--- src/rtl/barcode_line_scanner.sv ---
// Per-scanline EAN-13 / EAN-8 module extractor: measures module pitch from the start guard,
// samples every module at its centre in fixed point and checks guards and digit framing.
module barcode_line_scanner #(
  parameter int unsigned MIN_MODULE_WIDTH = 2,
  parameter int unsigned MAX_MODULE_WIDTH = 16,
  parameter int unsigned TOL_MODULE_WIDTH = 2,
  parameter int unsigned FRAC_BITS        = 4,
  parameter bit          INVERT           = 1'b1
) (
  input  logic        iClk,
  input  logic        iRst,
  input  logic        iPixelEn,
  input  logic        iPixelActive,
  input  logic        iPixelData,
  input  logic        iLineStart,
  input  logic        iMode,
  output logic        oVideoModule,
  output logic        oVideoMarker,
  output logic        oVideoDigit,
  output logic [83:0] oDataCode,
  output logic        oNewData,
  output logic        oErr,
  output logic [2:0]  oErrCode
);

  localparam int unsigned PosW = $clog2(95 * MAX_MODULE_WIDTH + 1) + FRAC_BITS;
  localparam int unsigned CntW = $clog2(MAX_MODULE_WIDTH + TOL_MODULE_WIDTH + 2);

  localparam logic [PosW-1:0] PosStep = PosW'(1) << FRAC_BITS;
  localparam logic [PosW-1:0] TolFx   = PosW'(TOL_MODULE_WIDTH) << FRAC_BITS;
  localparam logic [CntW-1:0] CntMin  = CntW'(MIN_MODULE_WIDTH);
  localparam logic [CntW-1:0] CntMax  = CntW'(MAX_MODULE_WIDTH);
  localparam logic [CntW-1:0] CntMax2 = CntW'(MAX_MODULE_WIDTH + TOL_MODULE_WIDTH);
  localparam logic [83:0]     Ean8Mask = {28'd0, {56{1'b1}}};

  typedef enum logic [2:0] {
    StIdle,
    StStart,
    StLeft,
    StMid,
    StRight,
    StEnd
  } stateT;

  stateT            stateQ, stateD;
  logic [1:0]       phaseQ, phaseD;
  logic [CntW-1:0]  cntQ, cntD;
  logic [CntW-1:0]  w0Q, w0D;
  logic [PosW-1:0]  widthQ, widthD;
  logic [PosW-1:0]  posQ, posD;
  logic [PosW-1:0]  spQ, spD;
  logic [2:0]       bitQ, bitD;
  logic [2:0]       digitQ, digitD;
  logic [83:0]      codeQ, codeD;
  logic [83:0]      dataCodeQ, dataCodeD;
  logic             newDataQ, newDataD;
  logic             errQ, errD;
  logic [2:0]       errCodeQ, errCodeD;
  logic             bPrevQ, bPrevD;
  logic             modeQ, modeD;
  logic             vidModuleQ, vidModuleD;
  logic             vidMarkerQ, vidMarkerD;
  logic             vidDigitQ, vidDigitD;

  logic             bar;
  logic             rise;
  logic             lineBreak;
  logic [PosW-1:0]  posNext;
  logic             takeSample;
  logic [PosW-1:0]  widthFromStart;
  logic [PosW-1:0]  bar2Fx;
  logic [PosW-1:0]  bar2Diff;
  logic             bar2Ok;
  logic [2:0]       lastDigit;
  logic             halfFirst;
  logic             abortEn;
  logic [2:0]       abortCode;

  assign bar       = iPixelData ^ INVERT;
  assign rise      = bar & ~bPrevQ;
  assign lineBreak = ~iPixelActive | iLineStart;
  assign posNext   = posQ + PosStep;
  assign takeSample = (posNext >= spQ);
  assign lastDigit = modeQ ? 3'd3 : 3'd5;
  // Left-half digits open with a space, right-half digits with a bar.
  assign halfFirst = (stateQ == StRight);

  // Module width in fixed point is the mean of the first bar and space.
  assign widthFromStart = ((PosW'(w0Q) + PosW'(cntQ)) << FRAC_BITS) >> 1;
  assign bar2Fx   = PosW'(cntQ) << FRAC_BITS;
  assign bar2Diff = (bar2Fx > widthQ) ? (bar2Fx - widthQ) : (widthQ - bar2Fx);
  assign bar2Ok   = (bar2Diff <= TolFx);

  always_comb begin
    stateD     = stateQ;
    phaseD     = phaseQ;
    cntD       = cntQ;
    w0D        = w0Q;
    widthD     = widthQ;
    posD       = posQ;
    spD        = spQ;
    bitD       = bitQ;
    digitD     = digitQ;
    codeD      = codeQ;
    dataCodeD  = dataCodeQ;
    newDataD   = 1'b0;
    errD       = 1'b0;
    errCodeD   = errCodeQ;
    bPrevD     = bPrevQ;
    modeD      = modeQ;
    vidModuleD = vidModuleQ;
    vidMarkerD = vidMarkerQ;
    vidDigitD  = vidDigitQ;
    abortEn    = 1'b0;
    abortCode  = 3'd0;

    if (iPixelEn) begin
      bPrevD     = bar;
      vidModuleD = bar;
      vidMarkerD = (stateQ == StStart) || (stateQ == StMid) || (stateQ == StEnd);
      vidDigitD  = ((stateQ == StLeft) || (stateQ == StRight)) && digitQ[0];
      if (iLineStart) begin
        modeD = iMode;
      end

      case (stateQ)
        StIdle: begin
          if (rise && !lineBreak) begin
            stateD = StStart;
            phaseD = 2'd0;
            cntD   = CntW'(1);
            codeD  = '0;
          end
        end

        StStart: begin
          if (lineBreak) begin
            stateD = StIdle;
          end else if (phaseQ == 2'd1) begin
            if (!bar) begin
              if (cntQ >= CntMax) stateD = StIdle;
              else                cntD   = cntQ + CntW'(1);
            end else if (cntQ < CntMin) begin
              stateD = StIdle;
            end else begin
              widthD = widthFromStart;
              cntD   = CntW'(1);
              phaseD = 2'd2;
            end
          end else if (phaseQ == 2'd2) begin
            if (bar) begin
              if (cntQ >= CntMax2) stateD = StIdle;
              else                 cntD   = cntQ + CntW'(1);
            end else if (!bar2Ok) begin
              stateD = StIdle;
            end else begin
              // This pixel is the first of the first data module.
              stateD = StLeft;
              posD   = '0;
              spD    = widthQ >> 1;
              bitD   = 3'd0;
              digitD = 3'd0;
            end
          end else begin
            if (bar) begin
              if (cntQ >= CntMax) stateD = StIdle;
              else                cntD   = cntQ + CntW'(1);
            end else if (cntQ < CntMin) begin
              stateD = StIdle;
            end else begin
              w0D    = cntQ;
              cntD   = CntW'(1);
              phaseD = 2'd1;
            end
          end
        end

        default: begin
          if (lineBreak) begin
            abortEn   = 1'b1;
            abortCode = 3'd4;
          end else begin
            posD = posNext;
            if (takeSample) begin
              spD = spQ + widthQ;
              case (stateQ)
                StLeft, StRight: begin
                  if (((bitQ == 3'd0) && (bar != halfFirst)) ||
                      ((bitQ == 3'd6) && (bar == halfFirst))) begin
                    abortEn   = 1'b1;
                    abortCode = 3'd1;
                  end else begin
                    codeD = {codeQ[82:0], bar};
                    if (bitQ == 3'd6) begin
                      bitD = 3'd0;
                      if (digitQ == lastDigit) begin
                        digitD = 3'd0;
                        stateD = (stateQ == StLeft) ? StMid : StEnd;
                      end else begin
                        digitD = digitQ + 3'd1;
                      end
                    end else begin
                      bitD = bitQ + 3'd1;
                    end
                  end
                end
                StMid: begin
                  if (bar != bitQ[0]) begin
                    abortEn   = 1'b1;
                    abortCode = 3'd2;
                  end else if (bitQ == 3'd4) begin
                    bitD   = 3'd0;
                    stateD = StRight;
                  end else begin
                    bitD = bitQ + 3'd1;
                  end
                end
                default: begin
                  if (bar == bitQ[0]) begin
                    abortEn   = 1'b1;
                    abortCode = 3'd3;
                  end else if (bitQ == 3'd2) begin
                    dataCodeD = modeQ ? (codeQ & Ean8Mask) : codeQ;
                    newDataD  = 1'b1;
                    stateD    = StIdle;
                  end else begin
                    bitD = bitQ + 3'd1;
                  end
                end
              endcase
            end
          end
        end
      endcase
    end

    if (abortEn) begin
      stateD    = StIdle;
      errD      = 1'b1;
      errCodeD  = abortCode;
      newDataD  = 1'b0;
      dataCodeD = dataCodeQ;
    end
  end

  always_ff @(posedge iClk or posedge iRst) begin
    if (iRst) begin
      stateQ     <= StIdle;
      phaseQ     <= 2'd0;
      cntQ       <= '0;
      w0Q        <= '0;
      widthQ     <= '0;
      posQ       <= '0;
      spQ        <= '0;
      bitQ       <= 3'd0;
      digitQ     <= 3'd0;
      codeQ      <= '0;
      dataCodeQ  <= '0;
      newDataQ   <= 1'b0;
      errQ       <= 1'b0;
      errCodeQ   <= 3'd0;
      bPrevQ     <= 1'b0;
      modeQ      <= 1'b0;
      vidModuleQ <= 1'b0;
      vidMarkerQ <= 1'b0;
      vidDigitQ  <= 1'b0;
    end else begin
      stateQ     <= stateD;
      phaseQ     <= phaseD;
      cntQ       <= cntD;
      w0Q        <= w0D;
      widthQ     <= widthD;
      posQ       <= posD;
      spQ        <= spD;
      bitQ       <= bitD;
      digitQ     <= digitD;
      codeQ      <= codeD;
      dataCodeQ  <= dataCodeD;
      newDataQ   <= newDataD;
      errQ       <= errD;
      errCodeQ   <= errCodeD;
      bPrevQ     <= bPrevD;
      modeQ      <= modeD;
      vidModuleQ <= vidModuleD;
      vidMarkerQ <= vidMarkerD;
      vidDigitQ  <= vidDigitD;
    end
  end

  assign oVideoModule = vidModuleQ;
  assign oVideoMarker = vidMarkerQ;
  assign oVideoDigit  = vidDigitQ;
  assign oDataCode    = dataCodeQ;
  assign oNewData     = newDataQ;
  assign oErr         = errQ;
  assign oErrCode     = errCodeQ;

endmodule
--- config.mk ---
export PLATFORM = sky130hd
export DESIGN_NAME = barcode_line_scanner
export DESIGN_NICKNAME = d
export VERILOG_FILES = /design/src/rtl/barcode_line_scanner.sv
export SDC_FILE = /design/constraint.sdc
export NUM_CORES = 1
export LEC_CHECK = 0
export CORE_ASPECT_RATIO = 1.1
export CORE_MARGIN = 1
export CORE_UTILIZATION = 53
export DETAILED_ROUTE_END_ITERATION = 7
export PLACE_DENSITY_LB_ADDON = 0.15
export SETUP_SLACK_MARGIN = 0.3
export SYNTH_ARGS = -nofsm -noshare
export SYNTH_HDL_FRONTEND = slang
export SYNTH_SLANG_ARGS = --single-unit
--- constraint.sdc ---
create_clock -name iClk -period 8 [get_ports iClk]
set_input_delay 1.2 -clock iClk [delete_from_list [all_inputs] [get_ports iClk]]
set_output_delay 1.2 -clock iClk [all_outputs]
set_load 0.005 [all_outputs]
==> Word-level counts from Yosys, hierarchy flattened <==
Cells that the tools add are included.
{ "classes": {"add_sub_neg": 8, "multipliers": 0, "n_div": 0, "order_cmp": 6, "eq_ne": 44, "shifts": 0, "mux": 116, "bitwise_logic": 15, "reduce_logical": 35} }
{ "op_table": {"columns": ["op", "n"], "rows": [
  ["2-to-1 mux 84 bit", 6],
  ["2-to-1 mux 15 bit", 14],
  ["one-hot mux 84 bit (2 select lines)", 1],
  ["2-to-1 mux 3 bit", 46],
  ["one-hot mux 15 bit (2 select lines)", 2],
  ["2-to-1 mux 5 bit", 10],
  ["one-hot mux 3 bit (2 select lines)", 6],
  ["AND reduction 12 bit", 2],
  ["2-to-1 mux 2 bit", 11],
  ["AND reduction 7 bit", 3],
  ["inequality test 5 x 4 -> 1 bit (second input constant)", 4],
  ["inequality test 3 bit (second input constant)", 6],
  ["2-to-1 mux 1 bit", 17],
  ["AND reduction 8 bit", 2],
  ["adder 15 x 14 -> 15 bit", 1],
  ["adder 15 x 5 -> 15 bit (second input constant)", 1],
  [">= comparator 15 bit", 1],
  ["less-or-equal comparator 15 x 6 -> 1 bit (second input constant)", 1],
  ["subtractor 14 x 9 -> 15 bit", 1],
  ["subtractor 9 x 14 -> 15 bit", 1],
  ["greater-than comparator 9 x 14 -> 1 bit", 1],
  ["nonzero test 2 bit", 7],
  ["inverter 1 bit", 13],
  ["equality test 3 bit (second input constant)", 4],
  ["38 further kinds", 63]
]} }
{ "word_totals": {"reg_bits": 239, "latch_bits": 0, "ram_bits": 0, "mem_bits_ro": 0, "inputBits": 7, "elab_cells": 242, "memories": 0} }

==> Longest topological paths before layout <==
{ "logic_depth": {"word_depth": 12, "mapped_depth": 17, "mapped_depth_nobuf": 13} }

==> Worst setup path after synthesis <==
OpenSTA, ideal clock, no wires.
{ "synth_path": {"path_type": "register -> register", "from": "register posQ[4]", "to": "register codeQ[0]", "setup_ns": 0.065, "arrival_ns": 3.411, "t_required_ns": 7.935, "path_slack_ns": 4.523, "path_stages_with_launch": 17, "path_buffers": 3, "cell_sequence": "dfrtp_1 -> ha_1 -> nand3_1 -> or2_2 -> clkbuf_1 -> nor2_1 -> xor2_1 -> ha_1 -> a21oi_1 -> o21ai_0 -> o31ai_2 -> a211o_1 -> a21oi_1 -> o211ai_1 -> buf_2 -> buf_2 -> a22o_1"} }
{ "synth_between": {"elab_chain_cells": 4} }
{ "synth_lines": {"columns": ["item", "line_no", "text"], "rows": [
  ["start, declared", "50", "logic [PosW-1:0] posQ, posD;"],
  ["start signal, assigned", "273", "posQ <= posD;"],
  ["adder 15 x 5 -> 15 bit", "82", "assign posNext = posQ + PosStep;"],
  [">= comparator 15 bit", "83", "assign takeSample = (posNext >= spQ);"],
  ["nonzero test 2 bit (no line)", null, null],
  ["AND reduction 7 bit (no line)", null, null],
  ["end signal, assigned", "277", "codeQ <= codeD;"],
  ["end, declared", "54", "logic [83:0] codeQ, codeD;"]
]} }
Every way passes these cells.
A chain may end at the register's enable or synchronous reset.

==> Worst setup path in the final report <==
{ "layout_path": {"from": "register posQ[4]", "to": "register dataCodeQ[73], in the netlist oDataCode[73]"} }
{ "layout_between": {"elab_chain_cells": 8} }
{ "layout_lines": {"columns": ["item", "line_no", "text"], "rows": [
  ["adder 15 x 5 -> 15 bit (*)", "82", null],
  [">= comparator 15 bit (*)", "83", null],
  ["2-to-1 mux 1 bit", "184", "if (takeSample) begin"],
  ["2-to-1 mux 1 bit", "179", "if (lineBreak) begin"],
  ["2-to-1 mux 1 bit", "126", "case (stateQ)"],
  ["2-to-1 mux 1 bit", "117", "if (iPixelEn) begin"],
  ["inverter 1 bit (no line)", null, null],
  ["AND reduction 8 bit (no line) (*)", null, null],
  ["end signal, assigned", "278", "dataCodeQ <= dataCodeD;"],
  ["end, declared", "55", "logic [83:0] dataCodeQ, dataCodeD;"]
]} }
Every way passes the cells marked *; elsewhere a longest branch is shown, timed or not.

==> results.cfg <==
[final_layout]
fin_util_pct = 63.1
antenna_cells = 0
syn2layout_area_growth_pct = 17.2
final_nets = 1230
fillCellCount = 1746
layout-drive-gt1-share_pct = 6.28
ff_latch_area_um2 = 5710
multi_input_area_um2 = 4840

[placement]
gp_congestion = 0.855
dp_hpwl_mm = 15.9
port_buffers = 98

[worst_setup_path]
cpLargestDelayFamily = buffers and inverters
arrival_ns = 5.60
cpPeakStageDelay_ns = 0.70
critPathCaptureType = flip-flop
path_buf_inv = 3
crit_type = flip-flop to flip-flop
crit_required_ns = 8.40
start_kind = flip-flop
path_max_fanout = 85
path_cells = ha_1 -> nand3_1 -> or2_2 -> nor2_1 -> xor2_1 -> ha_1 -> a21oi_1 -> o21ai_0 -> o31ai_2 -> or4_2 -> buf_4 -> inv_2 -> buf_4 -> nand3b_1 -> nand2_1
worst_path_max_delay_cell = o31ai_2

[global_routing]
grt_pass1_wl_mm = 40.4
track_usage_pct = 23.0
overflow = 0
grt_pass1_vias = 7942
grt_max_degree = 136
grt_antenna_before_repair = 0

[detailed_routing]
top_layer_used = met4
ant_nets = 0
dr.pass1.iters = 5
wl_per_cell_um = 16.6
met2_length_mm = 11.7
drcViolationCount = 0
wl_met3_um = 895
routed_wl_mm = 24.1
wl_met1_mm = 11.0
drtIter0Drc = 471
vias_per_cell = 5.72
vias = 8298

[synth]
ys_ff_latch = 228
synth_area_um2 = 11000
synth_nets = 1160
synth_top_area_share_pct = 51.7
synth_area_leaders = dfrtp_1 52%, nand2_1 9.3%, a22o_1 7.2%
ys_async_sr_fraction_pct = 100
syn_inst = 1108
avgSynthCellArea_um2 = 9.96
synth_warnings = 0
synth_cell_types = 73
synth_sequential_area_ratio_pct = 51.7
ys.flop_type = dfrtp_1
synth_edf_count = 0
synth_top_area_cell = dfrtp_1

[clock_network]
cts_max_level = 1
cts.repair.resized = 0
cts_tree = yes
clk_latency_ns = 0.52
numCtsBuffers = 25
cts_setup_buffers = 0
clk_path_buf_depth = 3
cts_sinks = 228
clock-root-buffer = clkbuf_16
hold_buffers = 0
clk_pin_slew_ns = 0.06

[power]
p_per_area_nw_per_um2 = 239
p_total_mw = 3.09
leakage_nw = 6.24
peakVddDrop_v = 0.000199

[timing]
clock_skew_ns = 0.0116
fin_crit_sh_pct = 64.9
rsz0062_at_grt = false
fmax_mhz = 193
finalSetupTns_ns = 0
relSlewSlack_pct = 35.6
setup_viol = 0
slew_violations = 0
finalHoldViolCount = 0
worst_slew_pin_slew_ns = 0.965
final.min_clock_period_ns = 5.19

[run_status]
status = completed

[die]
die-width_um = 140
die_h_um = 153
start_util_pct = 53.8
io_pins = 99
die_area_um2 = 21400
rows = 55
core_um2 = 20500

[min_path]
hold_class = flip-flop to flip-flop

[job]
max_cap_viol_count = 0
where the power goes:
part / switching [mW] / leakage, nW / total, mW / internal, mW
clock network: 0.444 / 0.399 / 1.14 / 0.700
logic: 0.381 / 2.76 / 0.641 / 0.259
registers: 0.0977 / 3.08 / 1.31 / 1.21
total: 0.923 / 6.24 / 3.09 / 2.17
final cells by class:
cell class	count	area share, %
clock buffer	37	5.42
clock inverter	7	0.880
inverter	51	1.54
multi-input combinational	764	37.4
sequential	228	44.1
tap	256	2.48
timing repair buffer	108	8.17
state kept, by name, indices dropped and copies added (netlist names), 3 cells and up:
register   flops
bitQ           3
cntQ           5
codeQ         84
digitQ         3
oDataCode     84
oErrCode       3
posQ          11
spQ           13
stateQ         3
w0Q            5
widthQ         6
logic make-up after synthesis:
kind of cell | Yosys count | share of synthesized area (%)
adder cells (fa/ha/maj) | 45 | 5.37
XOR/XNOR | 21 | 1.73
multiplexers | 27 | 2.58
flip-flops | 228 | 51.7
AND/OR/NAND/NOR | 424 | 17.7
AO/OA/AOI/OAI | 247 | 16.3
buffers and inverters | 116 | 4.58
cells in the final DEF, fill, tap and decap left out, types with 6 or more instances in the layout:
master             n
dfrtp_1          228
clkbuf_16         25
nand3_1           14
nor2_1            31
mux2i_1           15
and3_1             6
nor2b_1            6
nand2b_1           8
clkdlybuf4s50_1   98
a22o_1            91
mux2_2            11
buf_4             10
nor3b_1            7
a21o_1             8
nor4_1             6
xor2_1             8
o21ai_0           51
xnor2_1           12
clkbuf_1           9
ha_1              41
nor3_1            12
a21oi_1           36
inv_1             49
o22ai_1            7
nand2_1          272
nand3b_1          29
final timing paths:
kind | from | end | slack [ns] | depth (start not counted)
setup reg to reg | posQ[4] | oDataCode[73] | 2.81 | 15
hold / removal | oDataCode[74] | oDataCode[74] | 0.47 | 2
setup / recovery | posQ[4] | oDataCode[73] | 2.81 | 15
max in group asynchronous | iRst | codeQ[58] | 5.47 | 3
hold reg to reg | oDataCode[74] | oDataCode[74] | 0.47 | 2
min in group asynchronous | iRst | oDataCode[42] | 1.31 | 2
cell usage after synthesis, types with 5 or more instances:
cell type and number:
xor2_1 8, nand3_1 14, mux2_2 11, nor4_1 6, nand2b_1 8, nand3b_1 29, o31ai_1 5, nor2_1 31
o21ai_0 51, clkbuf_1 24, nor3_1 13, nor3b_1 8, o22ai_1 7, xnor2_1 12, a21o_1 8, a22o_1 91
buf_2 32, ha_1 41, buf_4 6, inv_1 50, dfrtp_1 228, and3_1 6, a211o_1 5, o21a_1 5
mux2i_1 15, a21oi_1 36, nand2_1 272, nor2b_1 6
metrics by stage:
step | cell area (µm²) | hold WS (ns) | worst slack, ns | cells
3_5_place_dp | 12100 | 0.459 | 2.69 | 1407
5_1_grt | 12900 | 0.485 | 2.41 | 1451
3_3_place_gp | 12100 | 0.453 | 2.74 | 1407
6_report | 12900 | 0.468 | 2.81 | 1451
2_1_floorplan | 11000 | 0.460 | 0.552 | 1108
4_1_cts | 12900 | 0.472 | 2.84 | 1451
layer usage:
metal / vias up / global-route usage, %
met5: - / 0
met4: 0 / 6.96
met3: 41 / 2.82
met2: 183 / 38.3
met1: 4079 / 31.7
li1: 3995 / -
worst reg2reg max path, delay by kind of cell (launching register included):
kind	cells	cell delay, ns
buffers and inverters	3	1.53
AND/OR/NAND/NOR	6	1.20
AO/OA/AOI/OAI	3	1.05
adder cells (fa/ha/maj)	2	0.57
flip-flops	1	0.47
XOR/XNOR	1	0.24
(Power assumes the default switching activity.)
